<file path="src/rtl/zigbee_cordic_rot.sv">
// Rotation-mode pipelined CORDIC for the O-QPSK TX path: phase word in, constant-amplitude
// I/Q pair out, one sample per clock with a fixed latency of NUM_STAGES+3 cycles.
module zigbee_cordic_rot #(
  parameter int NUM_STAGES = 4,
  parameter int IQ_SIZE    = 5,
  parameter int W_SIZE     = 6,
  parameter int ANG_FRAC   = 4,
  parameter int AMP        = 15
) (
  input  logic               clk,
  input  logic               reset,
  input  logic [W_SIZE-1:0]  win,
  input  logic               iValid,
  output logic [IQ_SIZE-1:0] ibb,
  output logic [IQ_SIZE-1:0] qbb,
  output logic               oValid
);

  localparam int XW  = IQ_SIZE + 2;
  localparam int ZW  = W_SIZE + ANG_FRAC + 1;
  localparam int ZB  = W_SIZE + ANG_FRAC;
  localparam int X0  = (AMP * 607253 + 500000) / 1000000;
  localparam int SAT = (1 << (IQ_SIZE - 1)) - 1;
  // atan(2^-i) for a full turn of 2^16, rescaled with rounding to the z resolution
  localparam int ATAN_65K [0:5] = '{8192, 4836, 2555, 1297, 651, 326};

  localparam logic signed [XW-1:0] X0_P   = XW'(X0);
  localparam logic signed [XW-1:0] X0_N   = XW'(-X0);
  localparam logic signed [XW-1:0] SAT_HI = XW'(SAT);
  localparam logic signed [XW-1:0] SAT_LO = XW'(-SAT);

  function automatic logic signed [ZW-1:0] atan_z(input int i);
    int v;
    v = (ATAN_65K[i] + (32'sd1 <<< (15 - ZB))) >>> (16 - ZB);
    return ZW'(v);
  endfunction

  // Shift that truncates toward zero, keeping the rotation odd-symmetric across quadrants
  function automatic logic signed [XW-1:0] shr_tz(input logic signed [XW-1:0] v, input int sh);
    logic signed [XW-1:0] bias;
    bias = v[XW-1] ? XW'((32'sd1 <<< sh) - 32'sd1) : {XW{1'b0}};
    return (v + bias) >>> sh;
  endfunction

  function automatic logic [IQ_SIZE-1:0] sat_iq(input logic signed [XW-1:0] v);
    logic [IQ_SIZE-1:0] r;
    if (v > SAT_HI) r = SAT_HI[IQ_SIZE-1:0];
    else if (v < SAT_LO) r = SAT_LO[IQ_SIZE-1:0];
    else r = v[IQ_SIZE-1:0];
    return r;
  endfunction

  logic [W_SIZE-1:0]     win_r;
  logic [NUM_STAGES+1:0] vld_r;
  logic signed [XW-1:0]  x_r    [0:NUM_STAGES];
  logic signed [XW-1:0]  y_r    [0:NUM_STAGES];
  logic signed [ZW-1:0]  z_r    [0:NUM_STAGES-1];
  logic signed [XW-1:0]  x_nx_s [0:NUM_STAGES-1];
  logic signed [XW-1:0]  y_nx_s [0:NUM_STAGES-1];
  logic signed [ZW-1:0]  z_nx_s [0:NUM_STAGES-1];
  logic signed [XW-1:0]  x0_s;
  logic signed [XW-1:0]  y0_s;
  logic signed [ZW-1:0]  z0_s;

  // Quadrant pre-rotation: start vector from the top two phase bits, residual from the rest
  always_comb begin
    x0_s = {XW{1'b0}};
    y0_s = {XW{1'b0}};
    z0_s = {3'b000, win_r[W_SIZE-3:0], {ANG_FRAC{1'b0}}};
    case (win_r[W_SIZE-1:W_SIZE-2])
      2'd0:    x0_s = X0_P;
      2'd1:    y0_s = X0_P;
      2'd2:    x0_s = X0_N;
      2'd3:    y0_s = X0_N;
      default: x0_s = X0_P;
    endcase
  end

  // Micro-rotation stages: rotate toward z = 0
  always_comb begin
    for (int i = 0; i < NUM_STAGES; i++) begin
      if (z_r[i][ZW-1]) begin
        x_nx_s[i] = x_r[i] + shr_tz(y_r[i], i);
        y_nx_s[i] = y_r[i] - shr_tz(x_r[i], i);
        z_nx_s[i] = z_r[i] + atan_z(i);
      end else begin
        x_nx_s[i] = x_r[i] - shr_tz(y_r[i], i);
        y_nx_s[i] = y_r[i] + shr_tz(x_r[i], i);
        z_nx_s[i] = z_r[i] - atan_z(i);
      end
    end
  end

  // Pipeline, valid shift chain and saturating output register
  always_ff @(posedge clk) begin
    if (reset) begin
      win_r  <= {W_SIZE{1'b0}};
      vld_r  <= {(NUM_STAGES+2){1'b0}};
      for (int i = 0; i <= NUM_STAGES; i++) begin
        x_r[i] <= {XW{1'b0}};
        y_r[i] <= {XW{1'b0}};
      end
      for (int i = 0; i < NUM_STAGES; i++) begin
        z_r[i] <= {ZW{1'b0}};
      end
      ibb    <= {IQ_SIZE{1'b0}};
      qbb    <= {IQ_SIZE{1'b0}};
      oValid <= 1'b0;
    end else begin
      win_r  <= win;
      vld_r  <= {vld_r[NUM_STAGES:0], iValid};
      x_r[0] <= x0_s;
      y_r[0] <= y0_s;
      z_r[0] <= z0_s;
      for (int i = 0; i < NUM_STAGES; i++) begin
        x_r[i+1] <= x_nx_s[i];
        y_r[i+1] <= y_nx_s[i];
      end
      for (int i = 0; i < NUM_STAGES - 1; i++) begin
        z_r[i+1] <= z_nx_s[i];
      end
      oValid <= vld_r[NUM_STAGES+1];
      if (vld_r[NUM_STAGES+1]) begin
        ibb <= sat_iq(x_r[NUM_STAGES]);
        qbb <= sat_iq(y_r[NUM_STAGES]);
      end else begin
        ibb <= ibb;
        qbb <= qbb;
      end
    end
  end

endmodule
</file>
<file path="config.mk">
export PLATFORM = sky130hd
export DESIGN_NAME = zigbee_cordic_rot
export DESIGN_NICKNAME = d
export VERILOG_FILES = /design/src/rtl/zigbee_cordic_rot.sv
export SDC_FILE = /design/constraint.sdc
export NUM_CORES = 1
export LEC_CHECK = 0
export CORE_ASPECT_RATIO = 0.9
export CORE_MARGIN = 2
export CORE_UTILIZATION = 30
export CTS_CLUSTER_DIAMETER = 100
export DETAILED_ROUTE_END_ITERATION = 7
export PLACE_DENSITY_LB_ADDON = 0.3
export SLEW_MARGIN = 10
export SYNTH_ARGS = -nofsm -noshare
export SYNTH_HDL_FRONTEND = slang
export SYNTH_SLANG_ARGS = --single-unit
</file>
<file path="constraint.sdc">
create_clock -name clk -period 3.1 [get_ports clk]
set_input_delay 0.62 -clock clk [delete_from_list [all_inputs] [get_ports clk]]
set_output_delay 0.62 -clock clk [all_outputs]
set_load 0.01 [all_outputs]
</file>
-- Yosys cells after proc, flatten, opt, wreduce, memory -nomap -nowiden
Memory sizes are Yosys's and may differ from the RTL's.
Cells that the tools add are included.
- bits in latches: 0
- memories: 3
- logic and storage cells: 97
- bits in writable memories: 114
- bits in read-only memories: 0
- register bits after elaboration: 23
- output and inout port bits: 11
- eq/ne operators: 3
- shift operators: 0
- divide/modulo/power cells: 0
- add/subtract/negate cells: 27
- multipliers: 0
- bitwise gates (word level): 14
- reductions and logical operators: 1
- multiplexer cells: 40
- $lt $le $gt $ge: 4
- memories (name ; depth ; width ; read ports ; clocked after Yosys merged registers in ; write ports ; RTL line ; RTL):
    z_r ; 4 ; 11 ; 4 ; 0 ; 4 ; 57 ; logic signed [ZW-1:0] z_r [0:NUM_STAGES-1];
    x_r ; 5 ; 7 ; 5 ; 0 ; 5 ; 55 ; logic signed [XW-1:0] x_r [0:NUM_STAGES];
    y_r ; 5 ; 7 ; 5 ; 0 ; 5 ; 56 ; logic signed [XW-1:0] y_r [0:NUM_STAGES];
- operators with widths (operator ; number):
    2-to-1 mux 7 bit ; 18
    2-to-1 mux 11 bit ; 7
    adder 7 x 4 -> 7 bit ; 4
    one-hot mux 7 bit (2 select lines) ; 2
    2-to-1 mux 5 bit ; 4
    adder 7 x 2 -> 7 bit ; 2
    adder 7 x 3 -> 7 bit ; 2
    adder 7 x 5 -> 7 bit ; 2
    adder 7 x 6 -> 7 bit ; 2
    greater-than comparator 7 x 5 -> 1 bit (second input constant) ; 2
    less-than comparator 7 x 5 -> 1 bit (second input constant) ; 2
    OR 1 bit ; 14
    subtractor 7 x 4 -> 7 bit ; 2
    subtractor 7 x 5 -> 7 bit ; 2
    subtractor 7 x 6 -> 7 bit ; 2
    subtractor 7 bit ; 2
    adder 11 x 7 -> 11 bit (second input constant) ; 1
    adder 11 x 8 -> 11 bit (second input constant) ; 1
    adder 11 x 9 -> 11 bit (second input constant) ; 1
    subtractor 11 x 7 -> 11 bit (second input constant) ; 1
    subtractor 11 x 8 -> 11 bit (second input constant) ; 1
    subtractor 11 x 9 -> 11 bit (second input constant) ; 1
    adder 7 bit ; 1
    2-to-1 mux 3 bit ; 2
    5 further kinds ; 11

-- Logic depth before layout (Yosys ltp)
An unclocked memory read counts as a cell.
- depth in word-level cells: 6
- depth in mapped cells: 17
- mapped depth without buffers: 17

-- Least setup slack after synthesis
OpenSTA, ideal clock, no wires.
- path kind: register to register
- start: memory x_r[0][20] in the netlist's numbering
- end: memory y_r[0][27] in the netlist's numbering
- library setup time: 0.128 ns
- stages on the path, launching flop included: 16
- data arrival time: 3.021 ns
- path slack: -0.048 ns
- buffers on the path: 0
- cell sequence: dfxtp_1 ha_1 a31oi_4 nor2_1 xnor2_1 ha_1 nor2_1 xor2_1 xnor2_1 ha_1 a211oi_1 o21bai_1 a21oi_1 xnor2_1 xnor2_1 nor2_1
- RTL lines (what ; RTL line):
    from (decl) ; 55
    to (decl) ; 56

==> flow_metrics.env <==
export IMPL_status="complete, no violations"
export IMPL_synth_area_top_cells="dfxtp_1 (33%), ha_1 (13%), xnor2_1 (6.8%)"
export IMPL_clk_pin_slew_ns=0.07
export IMPL_grt_max_degree=60
export IMPL_start_util=0.308
export IMPL_r2r_end="y_r[0][34]"
export IMPL_place_inst=974
export IMPL_area_growth_pct=23.2
export IMPL_syn_nets=761
export IMPL_maxCapViolCount=0
export IMPL_p_per_area_nw_per_um2=797
export IMPL_drt_pass1_iterations=4
export IMPL_worstSetupEndpointType="register"
export IMPL_setup_ws_ns=0.0433
export IMPL_cts_buffers=9
export IMPL_rsz0062_at_grt="yes"
export IMPL_period_needed_ns=3.06
export IMPL_switchingPower_w=0.00212
export IMPL_cts_hold_buf=0
export IMPL_required_ns=3.33
export IMPL_crit_fanout=4
export IMPL_tightest_slew_ns=0.579
export IMPL_syn_cell_area_um2=5930
export IMPL_antennaDiodeCount=0
export IMPL_layout_drive_gt1_share=0.169
export IMPL_drc=0
export IMPL_pre_cts_slack_ns=-0.127
export IMPL_ff2ff_path_depth=17
export IMPL_die_area_um2=20900
export IMPL_hold_class="reg2reg"
export IMPL_routabilityCongestion=0.781
export IMPL_clock_latency_ns=0.35
export IMPL_avgSynthCellArea_um2=8.78
export IMPL_power_internal_w=0.00370
export IMPL_ys_warn_count=0
export IMPL_cts_path_max_buffers=2
export IMPL_place_hpwl_um=8920
export IMPL_clock_power_share=0.182
export IMPL_p_sw_frac=0.365
export IMPL_tns_ns=0
export IMPL_cts_sinks=99
export IMPL_power_leakage_nw=2.98
export IMPL_grt_pass1_wl_um=19900
export IMPL_grt_pass1_vias=4278
export IMPL_synth_cell_types=53
export IMPL_synthCells=676
export IMPL_synth_area_leader_cell="dfxtp_1"
export IMPL_period_share=0.986
export IMPL_coreArea_um2=19300
export IMPL_arrival_ns=3.29
export IMPL_holdPathStages=1
export IMPL_vias_per_cell=4.62
export IMPL_synth_seq_cells=99
export IMPL_antenna_found_initial=0
export IMPL_synth_edff_count=0
export IMPL_ant_nets=0
export IMPL_h_tree_depth=3
export IMPL_holdPathEnd="z_r[1][9]"
export IMPL_die_y_um=137
export IMPL_dr_first_iter_drc_count=142
export IMPL_slew_violations=0
export IMPL_yosys_area_top_type_share=0.334
export IMPL_async_flop_share=0
export IMPL_comb_power_share=0.519
export IMPL_hold_viol=0
export IMPL_routed_wl_um=11800
export IMPL_ys_seq_area_frac=0.334
export IMPL_num_vias=4598
export IMPL_wl_per_cell_um=11.9
export IMPL_critPathKind="reg2reg"
export IMPL_grt_ovfl_total=0
export IMPL_synth_main_ff_cell="dfxtp_1"
export IMPL_rows=48
export IMPL_grtUsageTotal=0.117
export IMPL_portBuffers=19
export IMPL_setup_viol=0
export IMPL_crit_path_start_kind="register"
export IMPL_die_width_um=152
export IMPL_max_freq_ghz=0.327
export IMPL_fin_skew_ns=0.00799
export IMPL_cts_tree="built"
export IMPL_slew_headroom=0.614
export IMPL_r2r_start="x_r[0][27]"
export IMPL_hold_start="z_r[0][7]"
export IMPL_fin_cells=996
export IMPL_pwr_share_seq=0.298
export IMPL_io_pins=20
export IMPL_reg2reg_slack_ns=0.04
export IMPL_cts_root_buf="clkbuf_16"
export IMPL_nNetsFinal=827
export IMPL_irDropWorstVdd_mv=0.314
[per-stage QoR]
step / power (W) / area [µm²] / hold WS (ns) / util
floorplan: 0.00365 / 5930 / 0.368 / -
global placement: 0.00445 / 6740 / 0.372 / 0.349
detailed placement: 0.00447 / 6740 / 0.381 / 0.349
CTS: 0.00563 / 7080 / 0.386 / 0.367
global route: 0.00631 / 7310 / 0.412 / 0.379
finish: 0.00582 / 7310 / 0.381 / 0.379
[synth_stat cells (10+ instances only)]
master / number
inv_1: 33
ha_1: 64
o211ai_1: 18
nand2_1: 35
nor2_1: 80
xor2_1: 20
xnor2_1: 46
dfxtp_1: 99
fa_1: 12
o21ai_0: 21
nor3_1: 10
clkbuf_1: 16
a21o_1: 14
a21oi_1: 55
nor2b_1: 44
nand2b_1: 13
nand3_1: 11
[placed cells by master, fill, tap and decap left out, types with 4 or more instances in the layout]
cell	n
buf_4	61
o21bai_1	5
inv_1	33
fa_1	12
nand2b_1	13
o211ai_1	18
nor4_1	4
nor2_1	76
ha_1	57
nand3_1	11
a31oi_1	4
xnor2_2	5
o21ai_0	18
xor2_1	18
a211oi_1	6
dfxtp_1	92
a21oi_2	9
ha_4	4
nand4_1	4
a21oi_1	46
nand2_1	33
and2_1	5
a21o_1	14
clkdlybuf4s50_1	18
nor2b_1	44
xnor2_1	41
dfxtp_2	6
nor3_1	10
o21ai_1	5
clkbuf_16	9
mux2i_1	5
and3_1	5
[area by class of cell]
| cell class | instances | area, µm² |
|---|---|---|
| clock buffers | 12 | 256 |
| clock inverters | 3 | 23.8 |
| fillers | 1963 | 12000 |
| inverters | 35 | 131 |
| multi-input cells | 518 | 3950 |
| flip-flops and latches | 99 | 1990 |
| well taps | 250 | 313 |
| repair buffers | 79 | 638 |
[worst max-delay path by stage]
stage               start          to  slack (ns)  cells after the start
6_report       x_r[0][27]  y_r[0][34]        0.04                     17
4_1_cts        x_r[0][27]  y_r[0][34]       -0.01                     17
3_3_place_gp   x_r[0][27]  y_r[0][34]       -0.04                     17
5_1_grt        y_r[0][15]  x_r[0][27]       -0.17                     17
3_5_place_dp   x_r[0][27]  y_r[0][34]       -0.13                     17
2_1_floorplan  y_r[0][15]  x_r[0][27]       0.004                     17
[worst max-delay path: stages, from the launching register on]
cell	delay (ns)
dfxtp_4	0.37
ha_1	0.27
nand4_1	0.13
and2_4	0.21
xnor2_2	0.13
inv_1	0.06
ha_2	0.20
nor2_4	0.11
a21oi_1	0.07
o31a_1	0.24
o311a_1	0.16
ha_4	0.29
nand2_1	0.06
o211ai_1	0.16
a21oi_1	0.11
xnor2_1	0.19
xnor2_1	0.13
nor2_1	0.05
[registers in the layout, indices dropped and copies added (netlist names)]
signal / flops
qbb: 5
win_r: 6
ibb: 5
oValid: 1
vld_r: 6
y_r: 30
z_r: 15
x_r: 31
[kinds of logic after synthesis]
family,count (synthesis),synth area share
XOR/XNOR,66,0.0974
adder cells (fa/ha/maj),78,0.179
buffers and inverters,59,0.0382
multiplexers,10,0.0179
AND/OR/NAND/NOR,218,0.178
flip-flops,99,0.334
AO/OA/AOI/OAI,146,0.156
[power by group through the flow]
stage | combinational (W) | clock (W) | sequential [W]
5_1_grt | 0.00340 | 0.00115 | 0.00176
3_3_place_gp | 0.00271 | 0 | 0.00174
6_report | 0.00302 | 0.00106 | 0.00174
4_1_cts | 0.00281 | 0.00110 | 0.00171
2_1_floorplan | 0.00199 | 0 | 0.00167
3_5_place_dp | 0.00274 | 0 | 0.00173
[layer usage]
metal / share of wire / vias up / GRT usage / wire [µm]
li1: - / 2448 / - / -
met1: 0.47 / 2099 / 0.137 / 5560
met2: 0.49 / 36 / 0.212 / 5760
met3: 0.026 / 15 / 0.0274 / 311
met4: 0.017 / 0 / 0.0389 / 204
met5: 0 / - / 0 / 0
[timing repair]
action	in CTS	in global routing
pin swaps	11	39
endpoints found under the setup margin	4	11
cloned	0	0
buffers inserted	2	5
gates resized for setup	11	39
Power figures use the tool's default switching activity.
